**src/rtl/arb_pkg.sv**
```systemverilog
// Shared state encoding, requester IDs and counter width for the
// imem/dmem arbiter.
package arb_pkg;

  typedef enum logic [1:0] {
    S_IDLE   = 2'd0,
    S_BUSY_I = 2'd1,
    S_BUSY_D = 2'd2
  } arb_state_e;

  localparam logic REQ_IF = 1'b0;
  localparam logic REQ_D  = 1'b1;

  localparam int unsigned STARVE_CNT_W = 4;

endpackage

```
**src/rtl/arb_prio_sel.sv**
```systemverilog
// Winner select between fetch and data requesters plus the saturating
// fetch-starvation counter that forces a fetch grant after a data streak.
module arb_prio_sel
  import arb_pkg::*;
#(
  parameter int unsigned STARVE_LIMIT = 4
) (
  input  logic clk,
  input  logic reset,
  input  logic arb_en_i,
  input  logic if_req_i,
  input  logic d_req_i,
  output logic win_valid_o,
  output logic win_id_o
);

  localparam logic [STARVE_CNT_W-1:0] LIMIT = STARVE_CNT_W'(STARVE_LIMIT);
  localparam logic [STARVE_CNT_W-1:0] ONE   = {{(STARVE_CNT_W-1){1'b0}}, 1'b1};
  localparam logic [STARVE_CNT_W-1:0] ZERO  = {STARVE_CNT_W{1'b0}};

  logic [STARVE_CNT_W-1:0] cnt_q, cnt_d;
  logic                    force_if;

  // Winner select and starvation counter next state.
  always_comb begin
    force_if    = (cnt_q == LIMIT) && if_req_i;
    win_valid_o = 1'b0;
    win_id_o    = REQ_IF;
    cnt_d       = cnt_q;
    if (arb_en_i && d_req_i && !force_if) begin
      win_valid_o = 1'b1;
      win_id_o    = REQ_D;
      if (if_req_i) begin
        if (cnt_q < LIMIT) begin
          cnt_d = cnt_q + ONE;
        end else begin
          cnt_d = cnt_q;
        end
      end else begin
        cnt_d = ZERO;
      end
    end else if (arb_en_i && if_req_i) begin
      win_valid_o = 1'b1;
      win_id_o    = REQ_IF;
      cnt_d       = ZERO;
    end else begin
      cnt_d = cnt_q;
    end
  end

  // Starvation counter register.
  always_ff @(posedge clk) begin
    if (reset) begin
      cnt_q <= ZERO;
    end else begin
      cnt_q <= cnt_d;
    end
  end

endmodule

```
**src/rtl/imem_dmem_arbiter.sv**
```systemverilog
// Shares one single-port, variable-latency memory between the fetch and
// memory pipeline stages, one outstanding transaction at a time.
module imem_dmem_arbiter
  import arb_pkg::*;
#(
  parameter int unsigned ADDR_W       = 32,
  parameter int unsigned DATA_W       = 32,
  parameter int unsigned STARVE_LIMIT = 4
) (
  input  logic                  clk,
  input  logic                  reset,
  input  logic                  if_req,
  input  logic [ADDR_W-1:0]     if_addr,
  output logic                  if_gnt,
  input  logic                  if_kill,
  output logic                  if_rvalid,
  output logic [DATA_W-1:0]     if_rdata,
  input  logic                  d_req,
  input  logic                  d_we,
  input  logic [ADDR_W-1:0]     d_addr,
  input  logic [DATA_W-1:0]     d_wdata,
  input  logic [DATA_W/8-1:0]   d_wmask,
  output logic                  d_gnt,
  output logic                  d_rvalid,
  output logic [DATA_W-1:0]     d_rdata,
  output logic                  mem_req,
  output logic                  mem_we,
  output logic [ADDR_W-1:0]     mem_addr,
  output logic [DATA_W-1:0]     mem_wdata,
  output logic [DATA_W/8-1:0]   mem_wmask,
  input  logic                  mem_ready,
  input  logic [DATA_W-1:0]     mem_rdata
);

  localparam int unsigned MASK_W = DATA_W / 8;

  arb_state_e         state_q, state_d;
  logic               mem_req_q, mem_req_d;
  logic               mem_we_q, mem_we_d;
  logic [ADDR_W-1:0]  mem_addr_q, mem_addr_d;
  logic [DATA_W-1:0]  mem_wdata_q, mem_wdata_d;
  logic [MASK_W-1:0]  mem_wmask_q, mem_wmask_d;
  logic               if_rvalid_q, if_rvalid_d;
  logic [DATA_W-1:0]  if_rdata_q, if_rdata_d;
  logic               d_rvalid_q, d_rvalid_d;
  logic [DATA_W-1:0]  d_rdata_q, d_rdata_d;
  logic               kill_q, kill_d;
  logic               arb_en;
  logic               win_valid;
  logic               win_id;

  // Grants are only offered from IDLE and never while reset is asserted.
  assign arb_en = (state_q == S_IDLE) && !reset;

  arb_prio_sel #(
    .STARVE_LIMIT (STARVE_LIMIT)
  ) u_sel (
    .clk         (clk),
    .reset       (reset),
    .arb_en_i    (arb_en),
    .if_req_i    (if_req),
    .d_req_i     (d_req),
    .win_valid_o (win_valid),
    .win_id_o    (win_id)
  );

  assign d_gnt  = win_valid && (win_id == REQ_D);
  assign if_gnt = win_valid && (win_id == REQ_IF);

  // FSM next state, memory request latch and response capture.
  always_comb begin
    state_d     = state_q;
    mem_req_d   = mem_req_q;
    mem_we_d    = mem_we_q;
    mem_addr_d  = mem_addr_q;
    mem_wdata_d = mem_wdata_q;
    mem_wmask_d = mem_wmask_q;
    if_rvalid_d = 1'b0;
    if_rdata_d  = if_rdata_q;
    d_rvalid_d  = 1'b0;
    d_rdata_d   = d_rdata_q;
    kill_d      = kill_q;
    case (state_q)
      S_IDLE: begin
        kill_d = 1'b0;
        if (d_gnt) begin
          state_d     = S_BUSY_D;
          mem_req_d   = 1'b1;
          mem_we_d    = d_we;
          mem_addr_d  = d_addr;
          mem_wdata_d = d_wdata;
          mem_wmask_d = d_wmask;
        end else if (if_gnt) begin
          state_d     = S_BUSY_I;
          mem_req_d   = 1'b1;
          mem_we_d    = 1'b0;
          mem_addr_d  = if_addr;
          mem_wdata_d = {DATA_W{1'b0}};
          mem_wmask_d = {MASK_W{1'b0}};
        end else begin
          mem_req_d = 1'b0;
        end
      end
      S_BUSY_I: begin
        if (mem_ready) begin
          state_d   = S_IDLE;
          mem_req_d = 1'b0;
          kill_d    = 1'b0;
          // A kill on the completing edge still discards the response.
          if (!(kill_q || if_kill)) begin
            if_rvalid_d = 1'b1;
            if_rdata_d  = mem_rdata;
          end else begin
            if_rvalid_d = 1'b0;
          end
        end else begin
          kill_d = kill_q || if_kill;
        end
      end
      S_BUSY_D: begin
        if (mem_ready) begin
          state_d    = S_IDLE;
          mem_req_d  = 1'b0;
          d_rvalid_d = 1'b1;
          if (!mem_we_q) begin
            d_rdata_d = mem_rdata;
          end else begin
            d_rdata_d = d_rdata_q;
          end
        end else begin
          mem_req_d = 1'b1;
        end
      end
      default: begin
        state_d   = S_IDLE;
        mem_req_d = 1'b0;
        kill_d    = 1'b0;
      end
    endcase
  end

  // State and output registers.
  always_ff @(posedge clk) begin
    if (reset) begin
      state_q     <= S_IDLE;
      mem_req_q   <= 1'b0;
      mem_we_q    <= 1'b0;
      mem_addr_q  <= {ADDR_W{1'b0}};
      mem_wdata_q <= {DATA_W{1'b0}};
      mem_wmask_q <= {MASK_W{1'b0}};
      if_rvalid_q <= 1'b0;
      if_rdata_q  <= {DATA_W{1'b0}};
      d_rvalid_q  <= 1'b0;
      d_rdata_q   <= {DATA_W{1'b0}};
      kill_q      <= 1'b0;
    end else begin
      state_q     <= state_d;
      mem_req_q   <= mem_req_d;
      mem_we_q    <= mem_we_d;
      mem_addr_q  <= mem_addr_d;
      mem_wdata_q <= mem_wdata_d;
      mem_wmask_q <= mem_wmask_d;
      if_rvalid_q <= if_rvalid_d;
      if_rdata_q  <= if_rdata_d;
      d_rvalid_q  <= d_rvalid_d;
      d_rdata_q   <= d_rdata_d;
      kill_q      <= kill_d;
    end
  end

  assign mem_req   = mem_req_q;
  assign mem_we    = mem_we_q;
  assign mem_addr  = mem_addr_q;
  assign mem_wdata = mem_wdata_q;
  assign mem_wmask = mem_wmask_q;
  assign if_rvalid = if_rvalid_q;
  assign if_rdata  = if_rdata_q;
  assign d_rvalid  = d_rvalid_q;
  assign d_rdata   = d_rdata_q;

endmodule

```
**config.mk**
```make
export PLATFORM = sky130hd
export DESIGN_NAME = imem_dmem_arbiter
export DESIGN_NICKNAME = d
export VERILOG_FILES = /design/src/rtl/arb_pkg.sv /design/src/rtl/arb_prio_sel.sv /design/src/rtl/imem_dmem_arbiter.sv
export SDC_FILE = /design/constraint.sdc
export NUM_CORES = 1
export LEC_CHECK = 0
export ABC_AREA = 1
export BUFFER_PORTS_ARGS = -buffer_cell sky130_fd_sc_hd__buf_2
export CAP_MARGIN = 25
export CORE_ASPECT_RATIO = 0.75
export CORE_MARGIN = 4
export CORE_UTILIZATION = 49
export CTS_CLUSTER_DIAMETER = 100
export DETAILED_ROUTE_END_ITERATION = 8
export GPL_ROUTABILITY_DRIVEN = 0
export PLACE_DENSITY = 0.88
export SETUP_SLACK_MARGIN = 0.3
export SYNTH_ARGS = -nofsm -noshare
export SYNTH_HDL_FRONTEND = slang
export SYNTH_SLANG_ARGS = --single-unit
```
**constraint.sdc**
```tcl
create_clock -name clk -period 3.2 [get_ports clk]
set_input_delay 0.32 -clock clk [delete_from_list [all_inputs] [get_ports clk]]
set_output_delay 0.32 -clock clk [all_outputs]
set_load 0.05 [all_outputs]
```
# After elaboration in Yosys (flattened, before gate mapping)
# Index checks and enable logic that the tools add are counted.
[totals]
ff_bits = 143
out_inout_bits = 138
[op_classes]
n_addsub = 1
n_eq_ne = 7
n_bitwise = 6
n_reduce_logical = 21
n_mux = 28
magnitude_cmp = 1
[ops]
columns = ["cell", "count"]
rows = [
  ["$mux 32", 4],
  ["$mux 4", 6],
  ["$mux 1", 12],
  ["$logic_and 1x1->1", 7],
  ["$mux 2", 3],
  ["$ne 3x3->1 const B", 2],
  ["$not 1->1", 6],
  ["$reduce_and 2->1", 3],
  ["$reduce_and 3->1", 2],
  ["$add 4x1->4 const B", 1],
  ["$eq 4x3->1 const B", 1],
  ["$lt 4x3->1 const B", 1],
  ["$pmux 2 s2", 1],
  ["$reduce_bool 2->1", 2],
  ["$reduce_or 2->1", 2],
  ["$pmux 1 s3", 1],
  ["$reduce_or 3->1", 1],
  ["$eq 2x1->1 const B", 1],
  ["$eq 2x2->1 const B", 1],
  ["$logic_not 1->1", 2],
  ["$logic_not 2->1", 1],
  ["$ne 2x1->1 const B", 1],
  ["$ne 2x2->1 const B", 1],
  ["$pmux 1 s2", 1],
  ["$logic_or 1x1->1", 1],
]

# Longest topological paths before layout
[depth]
word_depth = 10
depth_mapped = 11

# Modules after synthesis
# Synthesis repeated with hierarchy kept, for this count alone.
[unflattened]
hier_cells = 834
hier_area_um2 = 5960.7
[by_module_without_submodules]
columns = ["mod", "cells_per_inst", "area_each_um2", "n_inst"]
rows = [
  ["imem_dmem_arbiter", 794, 5686.7, 1],
  ["arb_prio_sel", 40, 274.0, 1],
]

# Worst setup path before layout
# Ideal clock, no wire load.
[synth_path]
kind = "register -> output"
from = "reg state_q[0]"
to = "out if_gnt"
arrival_time_ns = 1.314
stages_incl_launch_ff = 8
setup_slack_ns = 1.566
path_buffers = 0
cell_sequence = "dfxtp_1 -> inv_1 -> ha_1 -> nand2_1 -> nor2_2 -> nand2_4 -> nand2_1 -> inv_1"
[synth_via]
elab_chain_cells = 7
word_cells_on_any_way = 10
classes_between = "3 x mux; 1 x bitwise; 6 x reduce/logical"
[synth_lines]
columns = ["element", "line", "source"]
rows = [
  ["from (decl)", "imem_dmem_arbiter.sv:37", "arb_state_e state_q, state_d;"],
  ["from (signal assigned)", "imem_dmem_arbiter.sv:157", "state_q <= state_d;"],
  ["$logic_not 2->1 (*)", "imem_dmem_arbiter.sv:53", "assign arb_en = (state_q == S_IDLE) && !reset;"],
  ["$logic_and 1x1->1 (*)", "imem_dmem_arbiter.sv:53", ""],
  ["$logic_and 1x1->1 (2 in a row)", "arb_prio_sel.sv:30", "if (arb_en_i && d_req_i && !force_if) begin"],
  ["$mux 1", "arb_prio_sel.sv:30", ""],
  ["$not 1->1", "imem_dmem_arbiter.sv:68", "assign if_gnt = win_valid && (win_id == REQ_IF);"],
  ["$logic_and 1x1->1 (*)", "imem_dmem_arbiter.sv:68", ""],
  ["to (decl)", "imem_dmem_arbiter.sv:14", "output logic if_gnt,"],
]
# Every way passes the cells marked *; elsewhere a longest branch is shown, timed or not.

# Worst setup path after layout
[layout_path]
from = "reg state_q[0]"
to = "out d_gnt"
[layout_via]
elab_chain_cells = 6
word_cells_on_any_way = 9
classes_between = "3 x mux; 6 x reduce/logical"
[layout_lines]
columns = ["element", "line", "source"]
rows = [
  ["$logic_not 2->1 (*)", "imem_dmem_arbiter.sv:53", ""],
  ["$logic_and 1x1->1 (*)", "imem_dmem_arbiter.sv:53", ""],
  ["$logic_and 1x1->1, on equally long branches", "arb_prio_sel.sv:42, arb_prio_sel.sv:30", ""],
  ["$mux 1 / $logic_and 1x1->1 (equally long branches)", "arb_prio_sel.sv:42, arb_prio_sel.sv:30", ""],
  ["$mux 1", "arb_prio_sel.sv:30", ""],
  ["$logic_and 1x1->1 (*)", "imem_dmem_arbiter.sv:67", "assign d_gnt = win_valid && (win_id == REQ_D);"],
  ["to (decl)", "imem_dmem_arbiter.sv:23", "output logic d_gnt,"],
]
# Marks and branches as above.

==> run summary <==
Floorplan
* Std-Cell Core Area: 11000 um2
* overall die area: 13200 um2
* DIE WIDTH: 131 um
* I/O pin cnt: 277
* number of placement rows: 33
* starting density of the core: 50.7%
* die height: 101 um

Clock network
* maximum root-to-sink buffer count: 2
* deepest level of the CTS H-tree: 4
* sink count of the clock tree: 143
* clock latency on the worst-skew pair: 0.41 ns
* buffer cell driving the clock tree root: clkbuf_16
* TritonCTS clock tree: built
* post-CTS repair timing setup buffer count: 0
* number of buffers added by the clock tree synthesis step: 17
* clk slew on worst S/H paths: 0.06 ns

Final layout
* NumNets Final: 1153
* flip-flop and latch area: 2860 um2
* ratio of cells with drive above 1 in the final layout: 31.5%
* highest-count cells in the layout ignoring fill and taps: buf_2 (276), nand2_1 (188), dfxtp_1 (143), nor2_1 (135), o21ai_0 (67)
* Antenna Cells: 0
* leading cell type in the layout, fill and taps excluded: buf_2
* area of combinational cells with multiple inputs: 2330 um2
* Synth-to-Final Area Change: 36.1%
* Fill cells: 911

Setup path
* cells along the critical path: inv_1 -> ha_1 -> nand2_1 -> nor2_2 -> nand2_4 -> inv_8 -> buf_2
* Worst Setup End Kind: output pin
* Stages on worst setup path: 7
* Reg-to-Reg End: d_rdata[13]
* Critical path origin: state_q[0]
* cell with the biggest individual delay on the critical path: inv_8
* setup slack, reg-to-reg: 1.02 ns
* worst endpoint data arrival time: 2.34 ns
* worst flop-to-flop path startpoint: state_q[0]
* crit path buf inv count: 3
* startpoint type of the worst setup path: register
* Worst Setup Path Type: reg2out
* Required @ worst endpoint: 2.88 ns
* r2r worst-path depth: 8
* highest cell delay on the worst timing path: 0.37 ns
* Crit Path Max Fanout: 71
* largest delay contributor family on the critical path: buffers and inverters

Timing
* Final period util: 83.3%
* total negative slack for setup checks: 0 ns
* maximum clock frequency: 375 MHz
* final count of negative-setup-slack endpoints: 0
* max-slew violation count: 0
* worst slew margin relative to its limit: 33.0%
* setup repair after global routing missed its margin: false
* final-report hold violation count: 0
* min Tclk post-route: 2.66 ns
* skew final: 0.00909 ns
* slew of the pin with the lowest slew margin: 1.00 ns

Logic synthesis
* yosys warns: 0
* #FFs+latches synth: 143
* average size of a mapped cell: 7.42 um2
* number of instances in the synthesized netlist: 754
* sequential cell area fraction in the yosys report: 51.2%
* library cell occupying the most area in the post-synthesis netlist: dfxtp_1
* largest cells by area after synthesis: dfxtp_1 (51%), nand2_1 (13%), nor2_1 (9.1%), o21ai_0 (6.0%), o21a_1 (4.3%)
* area share of the largest cell type after synthesis: 51.2%
* post-synthesis net count: 898
* Mapped Area: 5590 um2
* unique cell type count in the Yosys netlist: 22

Worst hold path
* Worst Hold Path EP: mem_wdata[6]
* number of instances on the worst hold path: 3
* worst hold path class: in2reg
* launch instance of the worst min-delay path: d_wdata[6]

Run status
* outcome: finished, final reports clean

Place
* # port buffers: 276
* total half-perimeter wirelength after legalization and detailed placement: 11100 um

Route
* routed via count divided by cell count: 4.88
* number of nets with antenna violations after detailed routing: 0
* DRT Pass-1 Iters: 4
* Starting DRT DRC Count: 314
* number of DRC violations after detailed routing: 0
* post-detailed-route wirelength per cell: 13.6 um
* total wire length: 15800 um
* routed vias: 5669

Power and ir drop
* fraction of power consumed by sequential logic: 39.7%
* portion of total power attributed to the clock network: 41.8%
* Final Power: 4.87 mW
* internal power contribution: 3.37 mW
* proportion of power drawn by combinational gates: 18.5%
* sw power: 1.50 mW
* worst vdd ir: 0.326 mV
* power per cell area: 641 nW/um2
* switching fraction of total power: 30.8%
* reported leakage power: 3.96 nW

GRT
* antenna violations before repair: 0
* GRT Total Usage: 23.3%
* vias in the first global route: 5180
* leftover overflow at the end of global routing: 0
* largest net degree at the start of global routing: 98
* first-pass GRT wire length: 25000 um

Run
* # Max-Cap Violations: 0

-- cell type report --
| class | instances | share of cell area (%) |
|---|---|---|
| inverter | 47 | 2.42 |
| multi-input combinational | 517 | 30.6 |
| sequential | 143 | 37.6 |
| clock inverter | 13 | 2.35 |
| timing repair buffer | 283 | 19.0 |
| clock buffer | 19 | 5.69 |
| tap | 140 | 2.30 |
-- what timing repair did --
action | CTS | global route
setup endpoints to repair | 0 | 1
resized for setup | 0 | 2
hold buffers | 0 | 0
-- per-layer routing --
| layer | up-vias | GRT usage (%) | routed length [um] |
|---|---|---|---|
| li1 | 2905 | - | - |
| met5 | - | 0 | 0 |
| met1 | 2484 | 27.3 | 6310 |
| met3 | 26 | 7.49 | 1410 |
| met2 | 254 | 40.3 | 7790 |
| met4 | 0 | 9.12 | 301 |
-- worst max-delay path by stage --
stage,slack (ns),to
after floorplan,1.57,if_gnt
after global placement,0.81,d_gnt
after detailed placement,0.75,d_gnt
after CTS,0.30,d_gnt
after global routing,0.39,d_gnt
final,0.54,d_gnt
-- cell usage after synthesis --
library cell / instances
inv_4: 1
o21a_1: 32
inv_2: 2
nand2_1: 188
nor3_1: 1
nor2_2: 1
a21oi_1: 44
buf_1: 1
buf_4: 8
clkbuf_1: 24
nand2_4: 1
o211ai_2: 1
nor2_1: 136
nand4_2: 1
inv_1: 44
nand3_1: 38
o21ai_0: 67
dfxtp_1: 143
or2_2: 1
ha_1: 5
buf_2: 14
a211oi_1: 1
-- through the flow --
step	utilization [%]	std cells	area (um2)	worst slack (ns)	hold slack, ns
detailed placement	63.2	1129	6970	0.746	0.452
finish	69.0	1162	7610	0.536	0.143
global placement	63.2	1129	6970	0.815	0.449
global route	69.0	1162	7610	0.391	0.142
CTS	68.8	1161	7580	0.301	0.133
floorplan	-	754	5590	1.57	0.453
-- worst reg2reg max path, cell delays in order (launching register included) --
cell and delay (ns):
dfxtp_1 0.36, inv_1 0.08, ha_1 0.23, nand2_1 0.10
nor2_2 0.04, buf_4 0.22, inv_1 0.77, nor2_1 0.16
nor2_1 0.15
-- cells by family after synthesis --
| kind of cell | Yosys count | synth area share, % |
|---|---|---|
| DFF | 143 | 51.2 |
| adders and majority gates | 5 | 1.12 |
| buffers and inverters | 94 | 7.21 |
| AOI/OAI and AO/OA | 145 | 14.6 |
| and+or+nand+nor | 367 | 25.9 |
-- power groups by stage --
| stage | logic (mW) | registers [mW] | clock network [mW] |
|---|---|---|---|
| after floorplan | 0.298 | 2.32 | 0 |
| after global placement | 0.886 | 1.97 | 0 |
| after detailed placement | 0.896 | 1.97 | 0 |
| after CTS | 0.899 | 1.93 | 2.06 |
| after global routing | 0.971 | 1.95 | 2.15 |
| final | 0.901 | 1.93 | 2.04 |
-- sequential cells by signal, indices dropped and copies added, names as in the netlist --
name,flops
mem_req,1
mem_addr,32
mem_we,1
d_rdata,32
mem_wdata,32
if_rdata,32
state_q,2
kill_q,1
u_sel.cnt_q,4
mem_wmask,4
if_rvalid,1
d_rvalid,1
Note: power is estimated with default switching activity, not from simulation.
